--- src/rtl/c432_irq_dispatch.sv ---
// Purpose: registers the c432 priority core outputs, glitch-filters them and offers one interrupt ID at a time.
// Latency: STABLE_CYCLES edges from the first sample of a constant request to irq_valid_o; all outputs registered.
// Backpressure: an issued ID is held until irq_ready_i (or dropped after TIMEOUT_CYCLES when C432_IRQ_DISP_TIMEOUT_EN is defined).
//
// Ports:
//   clk, rst_n        clock (rising edge) and asynchronous active-low reset
//   pa_i, pb_i, pc_i  bus A/B/C grant flags from the c432 core (priority A > B > C)
//   chan_i[3:0]       channel code from the core, MSB first
//   irq_valid_o       interrupt ID on offer
//   irq_id_o[5:0]     {bus[1:0], chan[3:0]}, bus A=00, B=01, C=10
//   irq_ready_i       consumer accepts (ignored outside the issue state)
//   busy_o            dispatcher not idle
//   timeout_err_o     sticky consumer-timeout flag (constant 0 unless C432_IRQ_DISP_TIMEOUT_EN)
//
// Optional feature macro: C432_IRQ_DISP_TIMEOUT_EN enables the consumer-ready timeout.

module c432_irq_dispatch #(
    parameter int STABLE_CYCLES  = 2,
    parameter int TIMEOUT_CYCLES = 64
) (
    input  logic       clk,
    input  logic       rst_n,
    input  logic       pa_i,
    input  logic       pb_i,
    input  logic       pc_i,
    input  logic [3:0] chan_i,
    output logic       irq_valid_o,
    output logic [5:0] irq_id_o,
    input  logic       irq_ready_i,
    output logic       busy_o,
    output logic       timeout_err_o
);

    // cnt counts repeats after the first sample, so N identical samples give cnt = N-1.
    localparam logic [3:0] STABLE_THR = 4'(STABLE_CYCLES - 1);

    typedef enum logic [1:0] {
        ST_IDLE    = 2'd0,
        ST_ISSUE   = 2'd1,
        ST_HOLDOFF = 2'd2
    } state_t;

    state_t     state;
    state_t     state_nxt;

    // Combinational view of the incoming core outputs.
    logic       smp_vld;
    logic [5:0] smp_id;

    // Registered sample and its stability counter.
    logic       s_vld;
    logic [5:0] s_id;
    logic [3:0] cnt;

    logic       req_stable;
    logic       timeout_hit;

    // ------------------------------------------------------------------
    // Input encoding: bus A wins over B, B over C; no grant means ID 0.
    // ------------------------------------------------------------------
    always_comb begin
        smp_vld = pa_i | pb_i | pc_i;
        smp_id  = 6'd0;
        if (pa_i) begin
            smp_id = {2'b00, chan_i};
        end else if (pb_i) begin
            smp_id = {2'b01, chan_i};
        end else if (pc_i) begin
            smp_id = {2'b10, chan_i};
        end
    end

    // ------------------------------------------------------------------
    // Sample register and stability counter. The valid bit is part of the
    // comparison because ID 0 (bus A, channel 0) is a legal request.
    // ------------------------------------------------------------------
    always_ff @(posedge clk or negedge rst_n) begin
        if (!rst_n) begin
            s_vld <= 1'b0;
            s_id  <= 6'd0;
            cnt   <= 4'd0;
        end else begin
            s_vld <= smp_vld;
            s_id  <= smp_id;
            if (!smp_vld || (smp_vld != s_vld) || (smp_id != s_id)) begin
                cnt <= 4'd0;
            end else if (cnt != 4'hF) begin
                cnt <= cnt + 4'd1;
            end
        end
    end

    assign req_stable = s_vld && (cnt >= STABLE_THR);

    // ------------------------------------------------------------------
    // Optional consumer timeout.
    // ------------------------------------------------------------------
`ifdef C432_IRQ_DISP_TIMEOUT_EN
    localparam logic [7:0] WAIT_LAST = 8'(TIMEOUT_CYCLES - 1);

    logic [7:0] wait_cnt;
    logic       timeout_err;

    // wait_cnt = number of ISSUE edges already passed without a transfer;
    // the edge on which it equals WAIT_LAST is the TIMEOUT_CYCLES-th one.
    always_ff @(posedge clk or negedge rst_n) begin
        if (!rst_n) begin
            wait_cnt    <= 8'd0;
            timeout_err <= 1'b0;
        end else begin
            if (state != ST_ISSUE) begin
                wait_cnt <= 8'd0;
            end else begin
                wait_cnt <= wait_cnt + 8'd1;
            end
            // A transfer on the expiry edge takes precedence over the error.
            if (timeout_hit && !irq_ready_i) begin
                timeout_err <= 1'b1;
            end
        end
    end

    assign timeout_hit   = (state == ST_ISSUE) && (wait_cnt == WAIT_LAST);
    assign timeout_err_o = timeout_err;
`else
    logic unused_timeout_cfg;
    assign unused_timeout_cfg = ^TIMEOUT_CYCLES;
    assign timeout_hit        = 1'b0;
    assign timeout_err_o      = 1'b0;
`endif

    // ------------------------------------------------------------------
    // FSM: state register
    // ------------------------------------------------------------------
    always_ff @(posedge clk or negedge rst_n) begin
        if (!rst_n) begin
            state <= ST_IDLE;
        end else begin
            state <= state_nxt;
        end
    end

    // ------------------------------------------------------------------
    // FSM: next-state logic
    // ISSUE ignores the upstream request entirely; HOLDOFF releases only
    // once the registered request no longer matches the delivered ID.
    // ------------------------------------------------------------------
    always_comb begin
        state_nxt = state;
        case (state)
            ST_IDLE: begin
                if (req_stable) begin
                    state_nxt = ST_ISSUE;
                end
            end
            ST_ISSUE: begin
                if (irq_ready_i || timeout_hit) begin
                    state_nxt = ST_HOLDOFF;
                end
            end
            ST_HOLDOFF: begin
                if (!s_vld || (s_id != irq_id_o)) begin
                    state_nxt = ST_IDLE;
                end
            end
            default: begin
                state_nxt = ST_IDLE;
            end
        endcase
    end

    // ------------------------------------------------------------------
    // FSM: outputs, decoded from the state register only.
    // ------------------------------------------------------------------
    always_comb begin
        irq_valid_o = (state == ST_ISSUE);
        busy_o      = (state != ST_IDLE);
    end

    // Issued ID: captured on the IDLE->ISSUE edge, frozen afterwards. It is
    // also the reference HOLDOFF compares against to block re-issue.
    always_ff @(posedge clk or negedge rst_n) begin
        if (!rst_n) begin
            irq_id_o <= 6'd0;
        end else if ((state == ST_IDLE) && req_stable) begin
            irq_id_o <= s_id;
        end
    end

endmodule

--- config.mk ---
export PLATFORM = sky130hd
export DESIGN_NAME = c432_irq_dispatch
export DESIGN_NICKNAME = d
export VERILOG_FILES = /design/src/rtl/c432_irq_dispatch.sv
export SDC_FILE = /design/constraint.sdc
export NUM_CORES = 1
export LEC_CHECK = 0
export CAP_MARGIN = 30
export CORE_MARGIN = 10
export CORE_UTILIZATION = 35
export DETAILED_ROUTE_END_ITERATION = 16
export HOLD_SLACK_MARGIN = 0.08
export PLACE_DENSITY = 0.69
export SYNTH_ARGS = -nofsm -noshare
export SYNTH_HDL_FRONTEND = slang
export SYNTH_SLANG_ARGS = --single-unit
--- constraint.sdc ---
create_clock -name clk -period 1.9 [get_ports clk]
set_input_delay 0.285 -clock clk [delete_from_list [all_inputs] [get_ports clk]]
set_output_delay 0.285 -clock clk [all_outputs]
set_load 0.03 [all_outputs]
==> flow_metrics.tcl, run 1 <==
set metrics [dict create \
    vias_per_cell 5.12 \
    busiest_layer "met2" \
    path_clk_slew_ps 100 \
    stdcell_area_sq_mm 0.00128 \
    grt_use_total_pct 9.10 \
    dp_hpwl_um 1750 \
    gp_congestion 0.763 \
    hold_buffers 0 \
    coreArea_sq_mm 0.00278 \
    cellLeakagePower_nw 0.590 \
    power_density_mw_per_mm2 917 \
    postCtsSetupRepairBufs 0 \
    worst_path_max_delay_cell "or4b_1" \
    hold_violations 0 \
    io_buffer_count 17 \
    final_common_cell "dfrtp_1" \
    area_delta_synth_final_pct 25.3 \
    cts_buffers 3 \
    yosys_warnings 0 \
    synth-seq-cells 19 \
    drtIter0Drc 33 \
    async_flop_share_pct 100 \
    ctsRootBufferMaster "clkbuf_4" \
    fin_crit_ps 1810 \
    worstPathCellList "inv_1 -> ha_1 -> nor4b_1 -> or4b_1 -> buf_4 -> mux2_4" \
    r2r_cells 6 \
    die_x_um 74.0 \
    use_met2_pct 13.4 \
    diodes 0 \
    vdd_drop_max_mv 0.667 \
    finalMaxSlewViolations 0 \
    r2r-start "cnt[0]$_DFFE_PN0P_" \
    status "finished, final reports clean" \
    hold_path.class "input pin to asynchronous set/reset pin" \
    fin_crit_sh_pct 95.1 \
    clock-sinks 19 \
    finalSetupTns_ps 0 \
    maxCapViolations 0 \
    cts_tree "done" \
    met3_usage_pct 5.19 \
    worstPathArrival_ps 1990 \
    avgSynthCellArea_sq_um 11.9 \
    clockBufferDepth 2 \
    start_util_pct 36.8 \
    fin_worst_skew_ps 3.55 \
    drive_above_1_share_pct 15.3 \
    crit_family "simple AND/OR/NAND/NOR gates" \
    worstSetupPathType "flop to flop" \
    rows 19 \
    ctsHtreeMaxLevel 1 \
    first_pass_iters 4 \
    critPathMaxStageDelay_ps 470 \
    r2r_end "irq_id_o[1]$_DFFE_PN0P_" \
    pin_count 19 \
    vias 727 \
    synth_nets 99 \
    yosysSeqAreaShare_pct 46.5 \
    critPathBufInv 2 \
    placed_area_sq_mm 0.00126 \
    wirelength_um 2210 \
    grt_pass1_vias 823 \
    cp_max_fo 7 \
    layout_common_cells "19 x dfrtp_1, 15 x clkdlybuf4s50_1, 6 x mux2_4, 6 x buf_4, 5 x xor2_1" \
    r2r_setup_slack_ps 90 \
    grt_pass1_wl_um 3900 \
    synth_area_sq_mm 0.00102 \
    synth-edff-count 0 \
    synth.distinct_cells 32 \
    crit_path_end_kind "flop" \
    cp.required_ps 2080 \
    grt_setup_unrepaired "no" \
    setup_viol 0 \
    clock_latency_ps 290 \
    fmax_mhz 553 \
    die_h_um 74.0 \
    fin_hold_ws_ps 308 \
    crit_start "cnt[0]$_DFFE_PN0P_" \
    drc_errors 0 \
    grtUsageMet1_pct 10.3 \
    ant_nets 0 \
    wl_per_cell_um 15.5 \
    fp.dieArea_sq_mm 0.00548 \
    grt_overflow 0 \
    synthCells 86 \
    startpoint_type "flop" \
    ys.flop_type "dfrtp_1" \
    antenna_found_initial 0 \
    grt_max_degree 20 \
    nets 125 \
]
-- Yosys cell counts (3+ instances only) --
| cell | instances | area share, % |
|---|---|---|
| xnor2_1 | 4 | 3.4 |
| and2b_1 | 4 | 2.9 |
| nor4_1 | 4 | 2.4 |
| o21ai_0 | 3 | 1.5 |
| inv_1 | 4 | 1.5 |
| xor2_1 | 5 | 4.3 |
| dfrtp_1 | 19 | 47 |
| ha_1 | 3 | 3.7 |
| mux2_4 | 6 | 8.8 |
| nor2_1 | 4 | 1.5 |
-- worst max-delay path by stage --
stage                                    to  depth (start not counted)
detailed placement       cnt[0]$_DFFE_PN0P_                          5
global route        irq_id_o[1]$_DFFE_PN0P_                          6
floorplan           irq_id_o[0]$_DFFE_PN0P_                          6
CTS                 irq_id_o[1]$_DFFE_PN0P_                          6
finish              irq_id_o[1]$_DFFE_PN0P_                          6
global placement         cnt[2]$_DFFE_PN0P_                          5
-- metrics by stage --
| stage | setup slack [ps] | total power [mW] | utilization (%) | std cells |
|---|---|---|---|---|
| 2_1_floorplan | 117 | 0.799 | - | 86 |
| 3_3_place_gp | 113 | 0.984 | 45.2 | 138 |
| 3_5_place_dp | -53.4 | 0.988 | 45.2 | 138 |
| 4_1_cts | 80.1 | 1.19 | 46.1 | 142 |
| 5_1_grt | 7.15 | 1.25 | 46.1 | 142 |
| 6_report | 92.7 | 1.17 | 46.1 | 142 |
-- registers in the layout, summed over array words and instances (netlist names) --
name	cells
irq_id_o	6
state	2
cnt	4
s_id	6
s_vld	1
-- routing by layer --
metal | routed length [um] | share of wire [%]
met5 | 0 | 0
met4 | 20 | 0.91
met3 | 176 | 8.0
met1 | 1000 | 45
met2 | 1010 | 46
-- cell type report --
type / instances / area, sq um
Multi-Input combinational cell: 61 / 513
Inverter: 4 / 15.0
Sequential cell: 19 / 475
Fill cell: 237 / 1500
Timing Repair Buffer: 23 / 213
Clock buffer: 4 / 26.3
Tap cell: 31 / 38.8
-- what timing repair did --
action                                 4_1_cts  5_1_grt
gates resized for setup                      2        0
endpoints found under the hold margin        0        0
setup endpoints to repair                    2        0
-- power breakdown --
group | switching, mW | internal [mW]
Sequential | 0.0628 | 0.466
Combinational | 0.219 | 0.225
Clock | 0.120 | 0.0817
-- kinds of logic (layout without fill, tap and decap cells) --
| group | Yosys count | after routing | share of synthesized area (%) |
|---|---|---|---|
| muxes | 8 | 8 | 10.8 |
| other | 1 | 1 | 0.367 |
| xor gates and xnor gates | 9 | 9 | 7.71 |
| AOI/OAI and AO/OA | 9 | 9 | 6.00 |
| buffers and inverters | 6 | 31 | 3.30 |
| adders and majority gates | 3 | 3 | 3.67 |
| DFF | 19 | 19 | 46.5 |
| and+or+nand+nor | 31 | 31 | 21.7 |
No activity file was read; power rests on OpenSTA's default activity.
==> run 2: changes to the inputs <==
--- a/config.mk
+++ b/config.mk
@@ -10,6 +10,7 @@
 export CORE_UTILIZATION = 35
 export DETAILED_ROUTE_END_ITERATION = 16
 export HOLD_SLACK_MARGIN = 0.08
+export MAX_ROUTING_LAYER = met4
 export PLACE_DENSITY = 0.69
 export SYNTH_ARGS = -nofsm -noshare
 export SYNTH_HDL_FRONTEND = slang
==> run 2 against run 1 <==
  * Wire length hardly changed
  * Worst hold slack worse by 9.4 ps
  * Register-to-register slack hardly changed
  * Die area stayed put
  * Clock skew is 5.1 ps higher
  * Clock-buffer cell count stayed put
  * Fmax is 0.11% lower
  * First-iteration DRC count is 9.1% lower
  * Sequential power hardly changed
  * Global-route usage is 0.051 points higher
  * Critical endpoint unchanged
==> flow_metrics.tcl, run 2 (synthesis results as in run 1) <==
set metrics [dict create \
    status "finished, final reports clean" \
    clock-sinks 19 \
    ctsRootBufferMaster "clkbuf_4" \
    vias_per_cell 5.20 \
    power_mw 1.18 \
    io_buffer_count 17 \
    startpoint_type "flop" \
    hold_violations 0 \
    finalMaxSlewViolations 0 \
    post-route-util_pct 46.1 \
    grt_overflow 0 \
    clockPowerShare_pct 17.4 \
    setup_viol 0 \
    worstSetupPathType "flop to flop" \
    switchingPower_uw 405 \
    crit_start "cnt[0]$_DFFE_PN0P_" \
    drtIter0Drc 30 \
    seq_power_share_pct 44.9 \
    ant_nets 0 \
    grt_max_degree 20 \
    cellLeakagePower_nw 0.590 \
    rows 19 \
    r2r_cells 6 \
    fp.dieArea_sq_mm 0.00548 \
    grt_use_total_pct 9.15 \
    gp_congestion 0.773 \
    switching_share_pct 34.4 \
    worstPathArrival_ps 1990 \
    cp.required_ps 2080 \
    coreArea_sq_mm 0.00278 \
    cts_tree "done" \
    die_x_um 74.0 \
    hold_buffers 0 \
    crit_path_end_kind "flop" \
    layout_common_cells "19 x dfrtp_1, 15 x clkdlybuf4s50_1, 6 x mux2_4, 6 x buf_4, 5 x xor2_1" \
    die_h_um 74.0 \
    final_common_cell "dfrtp_1" \
    area_delta_synth_final_pct 25.3 \
    grt_pass1_vias 828 \
    grt_setup_unrepaired "no" \
    ctsHtreeMaxLevel 1 \
    fin_worst_skew_ps 8.67 \
    wirelength_um 2210 \
    antenna_found_initial 0 \
    cts_buffers 3 \
    grt_pass1_wl_um 3880 \
    combPwrFrac_pct 37.8 \
    vias 739 \
    reg.largest.list "irq_id_o: 6 flops, s_id: 6 flops, cnt: 4 flops" \
    hold_path.class "input pin to asynchronous set/reset pin" \
    start_util_pct 36.8 \
    maxCapViolations 0 \
    path_clk_slew_ps 110 \
    r2r-start "cnt[0]$_DFFE_PN0P_" \
    clock_latency_ps 300 \
    fin_crit_ps 1810 \
    drc_errors 0 \
    diodes 0 \
    drive_above_1_share_pct 15.3 \
    pin_count 19 \
    dp_hpwl_um 1750 \
    cp_max_fo 7 \
    vdd_drop_max_mv 0.674 \
    wl_per_cell_um 15.5 \
    power_density_mw_per_mm2 919 \
    clockBufferDepth 2 \
    nets 125 \
    fillers 237 \
    internal_power_uw 773 \
    fin_crit_sh_pct 95.2 \
    fmax_mhz 553 \
    first_pass_iters 4 \
]
## run 2: area by class of cell
cell class	count	area (sq um)	area share (%)
sequential	19	475	37.1
inverter	4	15.0	1.17
multi-input combinational	61	513	40.0
clock buffer	4	26.3	2.05
timing repair buffer	23	213	16.6
tap	31	38.8	3.03
## run 2: through the flow
step                setup slack, ps  cells  TNS, ps  area, sq um  hold WS [ps]
global route                   7.15    142        0         1280           305
CTS                            80.1    142        0         1280           304
finish                         90.7    142        0         1280           298
global placement                113    138        0         1260           538
detailed placement            -53.4    138    -53.4         1260           543
floorplan                       117     86        0         1020         -10.6
## run 2: routing by layer
metal	global-route usage, %	share of wire [%]	up-vias
li1	-	-	357
met3	3.19	5.6	6
met4	4.55	1.8	0
met5	-	0	-
met1	10.9	48	354
met2	13.4	45	22
## run 2: path summary, 6_finish.rpt
path	to	slack, ps
max in group asynchronous	s_id[1]$_DFF_PN0_	1390
min in group clk	irq_id_o[0]$_DFFE_PN0P_	570
worst max-delay path	irq_id_o[1]$_DFFE_PN0P_	90
worst min-delay path	s_id[0]$_DFF_PN0_	300
worst max register to register	irq_id_o[1]$_DFFE_PN0P_	90
worst min register to register	irq_id_o[0]$_DFFE_PN0P_	570
## run 2: critical path, cell delays in order (launching register included)
cell and delay (ps):
dfrtp_1 370, inv_1 50, ha_1 180, nor4b_1 130
or4b_1 470, buf_4 200, mux2_4 300
## run 2: power by group through the flow
| stage | registers (mW) | clock network [mW] | logic [mW] |
|---|---|---|---|
| global route | 0.540 | 0.234 | 0.472 |
| global placement | 0.535 | 0 | 0.449 |
| floorplan | 0.629 | 0 | 0.170 |
| detailed placement | 0.536 | 0 | 0.451 |
| CTS | 0.529 | 0.212 | 0.452 |
| finish | 0.528 | 0.204 | 0.445 |
## run 2: what timing repair did
item                       in CTS  in global routing
resized for setup               2                  0
setup endpoints to repair       2                  0
buffers inserted                0                  0
==> run 3: changes to the inputs <==
--- a/config.mk
+++ b/config.mk
@@ -5,7 +5,7 @@
 export SDC_FILE = /design/constraint.sdc
 export NUM_CORES = 1
 export LEC_CHECK = 0
-export CAP_MARGIN = 30
+export CAP_MARGIN = 0
 export CORE_MARGIN = 10
 export CORE_UTILIZATION = 35
 export DETAILED_ROUTE_END_ITERATION = 16
==> results of run 3 <==
No change in the layout: final DEF, timing and power equal those of run 2.
